--- src/rtl/pattern_scan_pkg.sv ---
// Shared types and reset defaults for the
// frame-sequenced serial pattern detector.
package pattern_scan_pkg;

  typedef enum logic [2:0] {
    S_IDLE,
    S_LOAD,
    S_SHIFT,
    S_DRAIN,
    S_DONE
  } state_e;

  localparam logic [7:0] DEF_PATTERN = 8'h0B;
  localparam logic [3:0] DEF_LEN     = 4'd4;

  // Lengths above the history depth collapse onto it.
  function automatic logic [3:0] clamp_len(
    input logic [3:0]  len,
    input int unsigned pmax
  );
    if (int'(len) > int'(pmax)) begin
      return 4'(pmax);
    end
    return len;
  endfunction

endpackage

--- src/rtl/pattern_match.sv ---
// Bit history, valid-bit counter and masked
// compare against the programmed pattern.
module pattern_match
  import pattern_scan_pkg::*;
#(
  parameter int PAT_MAX = 8
) (
  input  logic               clk_i,
  input  logic               rst_ni,
  input  logic               shift_i,
  input  logic               clear_i,
  input  logic               bit_i,
  input  logic [PAT_MAX-1:0] pattern_i,
  input  logic [3:0]         len_i,
  output logic               det_o
);

  localparam int VW = $clog2(PAT_MAX + 1);

  logic [PAT_MAX-1:0] hist_q, hist_d;
  logic [VW-1:0]      vcnt_q, vcnt_d;
  logic [3:0]         len_c;
  logic [PAT_MAX-1:0] mask_c;

  // Clamped length and the mask of compared bits.
  always_comb begin
    len_c  = clamp_len(len_i, PAT_MAX);
    mask_c = '0;
    for (int i = 0; i < PAT_MAX; i++) begin
      mask_c[i] = (i < int'(len_c));
    end
  end

  // Newest bit enters at bit 0; count saturates.
  always_comb begin
    hist_d = hist_q;
    vcnt_d = vcnt_q;
    if (clear_i) begin
      hist_d = '0;
      vcnt_d = '0;
    end else if (shift_i) begin
      hist_d = {hist_q[PAT_MAX-2:0], bit_i};
      if (int'(vcnt_q) < PAT_MAX) begin
        vcnt_d = vcnt_q + VW'(1);
      end
    end
  end

  // History and valid-bit count registers.
  always_ff @(posedge clk_i or negedge rst_ni) begin
    if (!rst_ni) begin
      hist_q <= '0;
      vcnt_q <= '0;
    end else begin
      hist_q <= hist_d;
      vcnt_q <= vcnt_d;
    end
  end

  // Moore detect: registered history only.
  always_comb begin
    det_o = (len_c != 4'd0)
         && (int'(vcnt_q) >= int'(len_c))
         && (((hist_q ^ pattern_i) & mask_c) == '0);
  end

endmodule

--- src/rtl/pattern_scan_ctrl.sv ---
// Frame controller: word handshake, MSB-first
// serialiser and saturating detection counter.
module pattern_scan_ctrl
  import pattern_scan_pkg::*;
#(
  parameter int WORD_W  = 8,
  parameter int PAT_MAX = 8,
  parameter int CNT_W   = 8
) (
  input  logic               clk,
  input  logic               rst,
  input  logic               cfg_we,
  input  logic [PAT_MAX-1:0] cfg_pattern,
  input  logic [3:0]         cfg_len,
  input  logic               start,
  input  logic [CNT_W-1:0]   num_words,
  input  logic               in_valid,
  input  logic [WORD_W-1:0]  in_data,
  output logic               in_ready,
  output logic               det_pulse,
  output logic [CNT_W-1:0]   hit_count,
  output logic               busy,
  output logic               done
);

  localparam int BW = $clog2(WORD_W);

  state_e             state_q, state_d;
  logic [PAT_MAX-1:0] pat_q, pat_d;
  logic [3:0]         len_q, len_d;
  logic [CNT_W-1:0]   words_q, words_d;
  logic [BW-1:0]      bit_q, bit_d;
  logic [WORD_W-1:0]  sreg_q, sreg_d;
  logic [CNT_W-1:0]   hit_q, hit_d;
  logic               cnt_en_q, cnt_en_d;
  logic               shift_en;
  logic               clr_hist;
  logic               det;

  pattern_match #(
    .PAT_MAX (PAT_MAX)
  ) u_match (
    .clk_i     (clk),
    .rst_ni    (rst),
    .shift_i   (shift_en),
    .clear_i   (clr_hist),
    .bit_i     (sreg_q[WORD_W-1]),
    .pattern_i (pat_q),
    .len_i     (len_q),
    .det_o     (det)
  );

  // Next-state, datapath and counter updates.
  // cnt_en_q marks the cycle right after a shift,
  // so each shifted bit is counted at most once
  // even while the history is held in a stall.
  always_comb begin
    state_d  = state_q;
    pat_d    = pat_q;
    len_d    = len_q;
    words_d  = words_q;
    bit_d    = bit_q;
    sreg_d   = sreg_q;
    hit_d    = hit_q;
    cnt_en_d = 1'b0;
    shift_en = 1'b0;
    clr_hist = 1'b0;

    if (cnt_en_q && det && (hit_q != '1)) begin
      hit_d = hit_q + CNT_W'(1);
    end

    unique case (state_q)
      S_IDLE: begin
        if (cfg_we) begin
          pat_d = cfg_pattern;
          len_d = cfg_len;
        end
        if (start) begin
          words_d  = num_words;
          hit_d    = '0;
          clr_hist = 1'b1;
          if (num_words == '0) begin
            state_d = S_DONE;
          end else begin
            state_d = S_LOAD;
          end
        end
      end
      S_LOAD: begin
        if (in_valid) begin
          sreg_d  = in_data;
          words_d = words_q - CNT_W'(1);
          bit_d   = '0;
          state_d = S_SHIFT;
        end
      end
      S_SHIFT: begin
        shift_en = 1'b1;
        cnt_en_d = 1'b1;
        sreg_d   = {sreg_q[WORD_W-2:0], 1'b0};
        if (bit_q == BW'(WORD_W - 1)) begin
          if (words_q != '0) begin
            state_d = S_LOAD;
          end else begin
            state_d = S_DRAIN;
          end
        end else begin
          bit_d = bit_q + BW'(1);
        end
      end
      S_DRAIN: begin
        state_d = S_DONE;
      end
      S_DONE: begin
        state_d = S_IDLE;
      end
      default: begin
        state_d = S_IDLE;
      end
    endcase
  end

  // State, config and counter registers.
  always_ff @(posedge clk or negedge rst) begin
    if (!rst) begin
      state_q  <= S_IDLE;
      pat_q    <= PAT_MAX'(DEF_PATTERN);
      len_q    <= DEF_LEN;
      words_q  <= '0;
      bit_q    <= '0;
      sreg_q   <= '0;
      hit_q    <= '0;
      cnt_en_q <= 1'b0;
    end else begin
      state_q  <= state_d;
      pat_q    <= pat_d;
      len_q    <= len_d;
      words_q  <= words_d;
      bit_q    <= bit_d;
      sreg_q   <= sreg_d;
      hit_q    <= hit_d;
      cnt_en_q <= cnt_en_d;
    end
  end

  // Status outputs decoded from state.
  always_comb begin
    in_ready  = (state_q == S_LOAD);
    busy      = (state_q != S_IDLE);
    done      = (state_q == S_DONE);
    det_pulse = det;
    hit_count = hit_q;
  end

endmodule

--- config.mk ---
export PLATFORM = sky130hd
export DESIGN_NAME = pattern_scan_ctrl
export DESIGN_NICKNAME = d
export VERILOG_FILES = /design/src/rtl/pattern_scan_pkg.sv /design/src/rtl/pattern_match.sv /design/src/rtl/pattern_scan_ctrl.sv
export SDC_FILE = /design/constraint.sdc
export NUM_CORES = 1
export LEC_CHECK = 0
export CAP_MARGIN = 5
export CORE_ASPECT_RATIO = 0.6
export CORE_MARGIN = 2
export CORE_UTILIZATION = 49
export DETAILED_ROUTE_END_ITERATION = 16
export GPL_ROUTABILITY_DRIVEN = 0
export HOLD_SLACK_MARGIN = 0.15
export PLACE_DENSITY = 0.77
export SLEW_MARGIN = 20
export SYNTH_ARGS = -nofsm -noshare
export SYNTH_HDL_FRONTEND = slang
export SYNTH_SLANG_ARGS = --single-unit
--- constraint.sdc ---
create_clock -name clk -period 2.4 [get_ports clk]
set_clock_uncertainty 0.1 [all_clocks]
set_input_delay 0.48 -clock clk [delete_from_list [all_inputs] [get_ports clk]]
set_output_delay 0.48 -clock clk [all_outputs]
set_load 0.05 [all_outputs]
==> results of run 1 <==
-- area by class of cell --
class,instances,share of cell area
Inverter,9,0.00887
Clock inverter,2,0.0158
Timing Repair Buffer,60,0.159
Clock buffer,6,0.0191
Sequential cell,55,0.363
Multi-Input combinational cell,220,0.407
Tap cell,80,0.0263
-- sequential cells by signal, summed over array words and instances (netlist names) --
signal	cells
bit_q	3
cnt_en_q	1
hit_count	8
len_q	4
pat_q	8
sreg_q	8
state_q	3
u_match.hist_q	8
u_match.vcnt_q	4
words_q	8
-- where the power goes --
part	internal (W)	switching [W]	leakage (nW)
sequential	0.00127	0.000312	0.700
clock	0.000417	0.000302	0.0654
combinational	0.000941	0.00110	0.858
-- path summary, 6_finish.rpt --
path	slack (ns)	cells after the start	end	from
hold / removal	0.39	2	sreg_q[7]$_DFFE_PN0P_	sreg_q[6]$_DFFE_PN0P_
min in group asynchronous	0.58	3	hit_count[3]$_DFF_PN0_	rst
hold reg to reg	0.39	2	sreg_q[7]$_DFFE_PN0P_	sreg_q[6]$_DFFE_PN0P_
setup reg to reg	0.04	9	hit_count[6]$_DFF_PN0_	len_q[2]$_DFFE_PN1P_
setup / recovery	-0.12	5	det_pulse	len_q[2]$_DFFE_PN1P_
max in group asynchronous	1.32	3	pat_q[1]$_DFFE_PN1P_	rst
-- cell families (layout without fill, tap and decap cells) --
family                     count (synthesis)  count (layout)  synth area share
buffers and inverters                     21              77            0.0334
and+or+nand+nor                          112             112             0.197
muxes                                     27              27            0.0979
xor gates and xnor gates                   9               9            0.0269
DFF                                       55              55             0.472
AOI/OAI and AO/OA                         64              64             0.138
adders and majority gates                  8               8            0.0342
-- worst min-delay path, cell delays in order, from the launching register on --
cell,delay [ns]
dfrtp_1,0.35
nand2_1,0.05
o21ai_0,0.06
-- per-layer routing --
metal	wire, um	vias up	part of all wire	global-route usage
met3	338	8	0.052	0.0418
li1	-	1159	-	-
met4	62	0	0.0095	0.0557
met1	3180	1154	0.49	0.286
met5	0	-	0	0
met2	2930	59	0.45	0.318
-- cells in the final DEF, fill, tap and decap left out, drive strengths merged, types with 2 or more instances in the layout --
master,Yosys,routed
o22a,2,2
nand2b,2,2
a22o,3,3
dfstp,4,4
or2,7,7
xor2,3,3
a31oi,2,2
nor4,8,8
xnor2,6,6
inv,9,9
o21ai,23,23
dfrtp,51,51
nor2,20,20
ha,8,8
nand2,46,46
nand4,3,3
nand3,6,6
bufinv,0,2
o221ai,2,2
and2,3,3
buf,5,19
a21oi,23,23
nor4b,3,3
mux2i,14,14
or4,2,2
nor3,7,7
mux2,13,13
clkdlybuf4s50,0,39
clkbuf,7,6
-- repair_timing --
action | CTS | global route
hold buffers | 1 | 0
hold endpoints to repair | 51 | 0
setup buffers | 1 | 1
setup endpoints to repair | 2 | 9
pin swaps | 3 | 14
resized for setup | 6 | 19
-- per-stage QoR --
step,std cells,instance area (um2),setup TNS (ns),hold slack [ns],utilization
finish,432,3810,-0.122,0.392,0.671
global route,432,3810,-0.284,0.426,0.671
CTS,431,3690,-0.137,0.395,0.651
detailed placement,421,3530,-0.183,0.371,0.621
global placement,421,3530,0,0.361,0.621
floorplan,296,2930,0,0.0844,-
==> flow_summary.ini, run 1 <==
[routing]
firstDrtPassIters = 4
drc = 0
ant_nets = 0
drt_iter0_markers = 177
wl_um = 6510
wl_per_cell_um = 15.1
vias = 2380
via_per_inst = 5.51

[flow_run]
drv_cap = 0

[power_and_ir_drop]
vdd_ir_drop_max_v = 0.000610
total_power_w = 0.00434
p_per_area_mw_per_mm2 = 1140
leakagePower_nw = 1.62

[clocking]
root_buffer = clkbuf_8
clkSinkCount = 55
cts_made_buffers = 5
clkTransAtPathRegs_ns = 0.09
insertion_delay_ns = 0.31
clockBufferDepth = 2
h-tree-depth = 2
cts_tree = built

[yosys]
yosysSeqAreaShare = 0.472
synth_cell_type_count = 50
yosys.area.top_type_share = 0.436
synth_nets = 337
yosysTopAreaCell = dfrtp_1
syn_inst = 296
ys_dominant_reg_cell = dfrtp_1
async_reset_ff_frac = 1.00
yosysMostFrequentCell = dfrtp_1
synth_edf_count = 0
yosys_register_bits = 55
synth.yosys.warnings = 0
synth_common_cells = dfrtp_1 (51), nand2_1 (46), a21oi_1 (23)
avgSynthCellArea_um2 = 9.88
synth_area_leaders = dfrtp_1 (44%), nand2_1 (5.9%), mux2_2 (5.0%)
netlist_area_mm2 = 0.00293

[critical_path]
cp-end-kind = primary output
required_ns = 1.82
crit_path_max_fanout = 6
critPathArrivalTime_ns = 1.94
critical_path.max_stage_delay_ns = 0.58
path_cells = nor4b_4 > o221ai_1 > a221o_1 > nor2_4 > buf_12
crit_buf_inv = 1
cp-start-kind = flop
critical_path_class = reg -> out
cp_top_family = flip-flops
cp_slowest_cell = dfstp_2

[final_layout]
nNetsFinal = 392
drive_gt1_frac = 0.202
regArea_mm2 = 0.00138
nFillCells = 450
area_growth_pct = 30.2
multi_input_area_mm2 = 0.00155
n_antenna_cell = 0

[sta]
finalSetupViolCount = 1
worstMarginPinSlew_ns = 1.01
finalHoldViolations = 0
maxSlewHeadroom = 0.328
fin_crit_ns = 2.52
max_freq_ghz = 0.396
worst_slack_ns = -0.122
post-route-period-util = 1.05
slew_viol_final = 0
grt_setup_unrepaired = true

[placed_design]
dp_slack_ns = -0.0576
dpl.hpwl_um = 4420
io_buffers = 44

[status]
violations = negative setup slack
status = finished, violations left

[global_route]
grtUsageTotal = 0.202
grt_pass1_vias = 2226
grt_pass1_wl_um = 10700
grt_antenna_before_repair = 0
globalRoute.totalOverflow = 0
grt_max_degree = 56

[floorplan]
design.die.area_mm2 = 0.00662
core_mm2 = 0.00568
num_rows = 21
pin_count = 45
die_w_um = 104
die_h_um = 63.9
initial_core_util = 0.515

[hold_path]
min_path_type = reg -> reg
(Power assumes the default switching activity.)
==> inputs of run 2 (changes only) <==
Settings changed: CORE_UTILIZATION 49 to 54, PLACE_DENSITY 0.77 to 0.8, SLEW_MARGIN 20 to 0.
Clock period 2.4 ns to 2.78 ns, I/O delays scaled along.
==> flow_summary.ini, run 2 (synthesis results as in run 1) <==
[status]
status = complete, no violations

[floorplan]
die_w_um = 99.0
pin_count = 45
die_h_um = 61.0
design.die.area_mm2 = 0.00604
initial_core_util = 0.570
num_rows = 20
core_mm2 = 0.00513

[placed_design]
io_buffers = 44
dp_slack_ns = 0.268
place_area_mm2 = 0.00343
dpl.hpwl_um = 4520

[clocking]
root_buffer = clkbuf_8
cts_hold_buf = 0
insertion_delay_ns = 0.31
cts_tree = built
h-tree-depth = 2
clkTransAtPathRegs_ns = 0.10
cts_made_buffers = 5
clockBufferDepth = 2
clkSinkCount = 55

[critical_path]
rrSetupSlack_ns = 0.39
critical_path.max_stage_delay_ns = 0.47
rr_worst_depth = 8
critPathArrivalTime_ns = 2.04
worstReg2RegStart = len_q[3]$_DFFE_PN0P_
cp-end-kind = primary output
cp-start-kind = flop
cp_slowest_cell = dfrtp_2
timing.rr.end = hit_count[6]$_DFF_PN0_
path_cells = inv_2 > nand2_1 > ha_1 > o21ai_0 > o21ai_1 > o221ai_4 > nor2_2 > buf_12
crit_path_max_fanout = 7
critical_path_class = reg -> out
required_ns = 2.12

[final_layout]
drive_gt1_frac = 0.157
nFillCells = 395
nNetsFinal = 384
area_growth_pct = 21.0
multi_input_area_mm2 = 0.00146
layout_common_cells = dfrtp_1 (50), nand2_1 (46), clkdlybuf4s50_1 (41)
final_cell_area_mm2 = 0.00354
finalCoreUtilization = 0.690
n_antenna_cell = 0
regArea_mm2 = 0.00138
final_common_cell = dfrtp_1

[global_route]
grt_max_degree = 56
grt_antenna_before_repair = 0
grt_pass1_wl_um = 10900
grt_pass1_vias = 2237
grtUsageTotal = 0.231
globalRoute.totalOverflow = 0

[hold_path]
min_path_type = in -> async

[routing]
firstDrtPassIters = 4
wl_per_cell_um = 15.4
wl_um = 6330
ant_nets = 0
vias = 2351
drt_iter0_markers = 204
via_per_inst = 5.73
drc = 0

[sta]
worstMarginPinSlew_ns = 0.685
maxSlewHeadroom = 0.543
post-route-period-util = 0.971
fin_crit_ns = 2.70
max_freq_ghz = 0.370
fin_setup_tns_ns = 0
worst_slack_ns = 0.0798
finalHoldWorstSlack_ns = 0.255
slew_viol_final = 0
finalHoldViolations = 0
finalSetupViolCount = 0

[power_and_ir_drop]
leakagePower_nw = 1.49
vdd_ir_drop_max_v = 0.000488
p_per_area_mw_per_mm2 = 940

[flow_run]
drv_cap = 0
## run 2: cell count changes in the layout (fill, tap and decap cells not counted), sizes merged
cell	previous run	this run
buf	19	11
clkdlybuf4s50	39	41
bufinv	2	0
dlygate4sd3	1	0
clkbuf	6	7
dlygate4sd2	1	0
clkinv	0	1
## run 2: final cells by class
class,count,share of cell area
repair buffers,52,0.142
well taps,66,0.0233
clock inverters,1,0.00141
clock buffers,7,0.0216
inverters,9,0.00955
flip-flops and latches,55,0.391
multi-input cells,220,0.411
## run 2: power breakdown
group	internal [W]	switching (W)
combinational	0.000672	0.000857
sequential	0.00109	0.000278
clock	0.000178	0.000246
## run 2: how the worst max path moves through the flow
stage	startpoint	to	depth (start not counted)
global route	len_q[3]$_DFFE_PN0P_	det_pulse	8
detailed placement	len_q[3]$_DFFE_PN0P_	det_pulse	8
finish	len_q[3]$_DFFE_PN0P_	det_pulse	8
floorplan	len_q[3]$_DFFE_PN0P_	det_pulse	7
global placement	len_q[3]$_DFFE_PN0P_	det_pulse	8
CTS	len_q[3]$_DFFE_PN0P_	det_pulse	8
## run 2: timing repair
item,4_1_cts,5_1_grt
gates resized for setup,2,2
setup endpoints to repair,1,1
buffers inserted,0,2
gates cloned,0,0
## run 2: per-stage QoR
step	cells	power [W]
final	410	0.00333
after detailed placement	400	0.00285
after floorplan	296	0.00244
after CTS	408	0.00329
after global placement	400	0.00277
after global routing	410	0.00360
## run 2: metal layers
layer  vias up  wire length, um  global-route usage  part of all wire
met3         9              304              0.0477             0.048
met5         -                0                   0                 0
li1       1144                -                   -                 -
met2        63             2900               0.369              0.46
met1      1135             3070               0.334              0.48
met4         0               60              0.0528            0.0095
## run 2: worst max-delay path: cells and delay by family, from the launching register on
family / cells / cell delay (ns)
and+or+nand+nor: 2 / 0.25
DFF: 1 / 0.47
AOI/OAI and AO/OA: 3 / 0.47
adders and majority gates: 1 / 0.29
buffers and inverters: 2 / 0.27
==> inputs of run 3 (changes only) <==
Clock period 2.78 ns to 3.1 ns, I/O delays scaled along.
==> flow_summary.ini, run 3 (synthesis results as in run 1) <==
[hold_path]
min_path_type = in -> async

[global_route]
grt_pass1_vias = 2185
grt_antenna_before_repair = 0
globalRoute.totalOverflow = 0
grt_max_degree = 56
grtUsageTotal = 0.219
grt_pass1_wl_um = 10400

[critical_path]
crit_path_max_fanout = 9
required_ns = 2.38
critPathArrivalTime_ns = 2.22
cp-end-kind = primary output
worstReg2RegStart = len_q[3]$_DFFE_PN0P_
rr_worst_depth = 8
cp-start-kind = flop
rrSetupSlack_ns = 0.65
critPathLaunch = len_q[3]$_DFFE_PN0P_
critical_path_class = reg -> out
timing.rr.end = hit_count[6]$_DFF_PN0_

[routing]
drt_iter0_markers = 109
drc = 0
wl_um = 6190
firstDrtPassIters = 4
vias = 2327
ant_nets = 0
wl_per_cell_um = 15.2
via_per_inst = 5.70

[clocking]
cts_made_buffers = 5
clockBufferDepth = 2
h-tree-depth = 2
root_buffer = clkbuf_8
post_cts_resized = 0
insertion_delay_ns = 0.31
cts_hold_buf = 0
clkSinkCount = 55
cts_tree = built
post_cts_buffers = 0
clkTransAtPathRegs_ns = 0.10

[floorplan]
initial_core_util = 0.570
pin_count = 45
design.die.area_mm2 = 0.00604
die_h_um = 61.0
num_rows = 20
core_mm2 = 0.00513
die_w_um = 99.0

[power_and_ir_drop]
p_per_area_mw_per_mm2 = 853
vdd_ir_drop_max_v = 0.000446
leakagePower_nw = 1.50
total_power_w = 0.00303

[sta]
fin_setup_tns_ns = 0
finalHoldViolations = 0
worstMarginPinSlew_ns = 1.04
finalHoldWorstSlack_ns = 0.308
maxSlewHeadroom = 0.305
slew_viol_final = 0
finalSetupViolCount = 0
grt_setup_unrepaired = false
fin_crit_ns = 2.94
post-route-period-util = 0.948
max_freq_ghz = 0.340

[final_layout]
drive_gt1_frac = 0.143
final_cells = 408
final_common_cell = dfrtp_1
layout_common_cells = dfrtp_1 (51), nand2_1 (46), clkdlybuf4s50_1 (42)
n_antenna_cell = 0
nNetsFinal = 382
area_growth_pct = 21.4

[placed_design]
dpl.hpwl_um = 4440
dp_cells = 400
io_buffers = 44

[status]
status = complete, no violations

[flow_run]
drv_cap = 0
## run 3: area by class of cell
cell class	count	area, um2
flip-flops and latches	55	1380
multi-input cells	220	1450
clock buffers	6	82.6
inverters	9	33.8
repair buffers	50	490
clock inverters	2	35.0
fillers	439	1580
well taps	66	82.6
## run 3: how the worst max path moves through the flow
stage	to	cells after the start	slack, ns
floorplan	det_pulse	7	0.38
global placement	words_q[3]$_DFFE_PN0P_	5	0.53
detailed placement	words_q[3]$_DFFE_PN0P_	5	0.45
CTS	det_pulse	5	0.15
global route	det_pulse	8	0.02
finish	det_pulse	8	0.16
## run 3: power by group
part	total [W]	internal [W]	switching (W)
Sequential	0.00122	0.000980	0.000245
Combinational	0.00130	0.000567	0.000738
Clock	0.000500	0.000262	0.000238
## run 3: stage by stage
step,util,setup slack [ns],cell area [um2]
detailed placement,0.670,0.451,3430
floorplan,-,0.381,2930
global placement,0.670,0.533,3430
global route,0.692,0.0209,3550
CTS,0.692,0.150,3550
finish,0.692,0.162,3550
## run 3: critical path, stage by stage (launching register included)
cell and delay, ns:
dfrtp_1 0.46, inv_1 0.18, nand2_1 0.08, ha_1 0.28, o21ai_0 0.06, o21ai_1 0.20, o221ai_4 0.22, nor2_1 0.25
buf_12 0.17
## run 3: per-layer routing
layer / part of all wire / vias to the layer above / GRT usage
met3: 0.070 / 8 / 0.0443
li1: - / 1138 / -
met1: 0.50 / 1116 / 0.333
met5: 0 / - / 0
met2: 0.42 / 65 / 0.321
met4: 0.011 / 0 / 0.0665
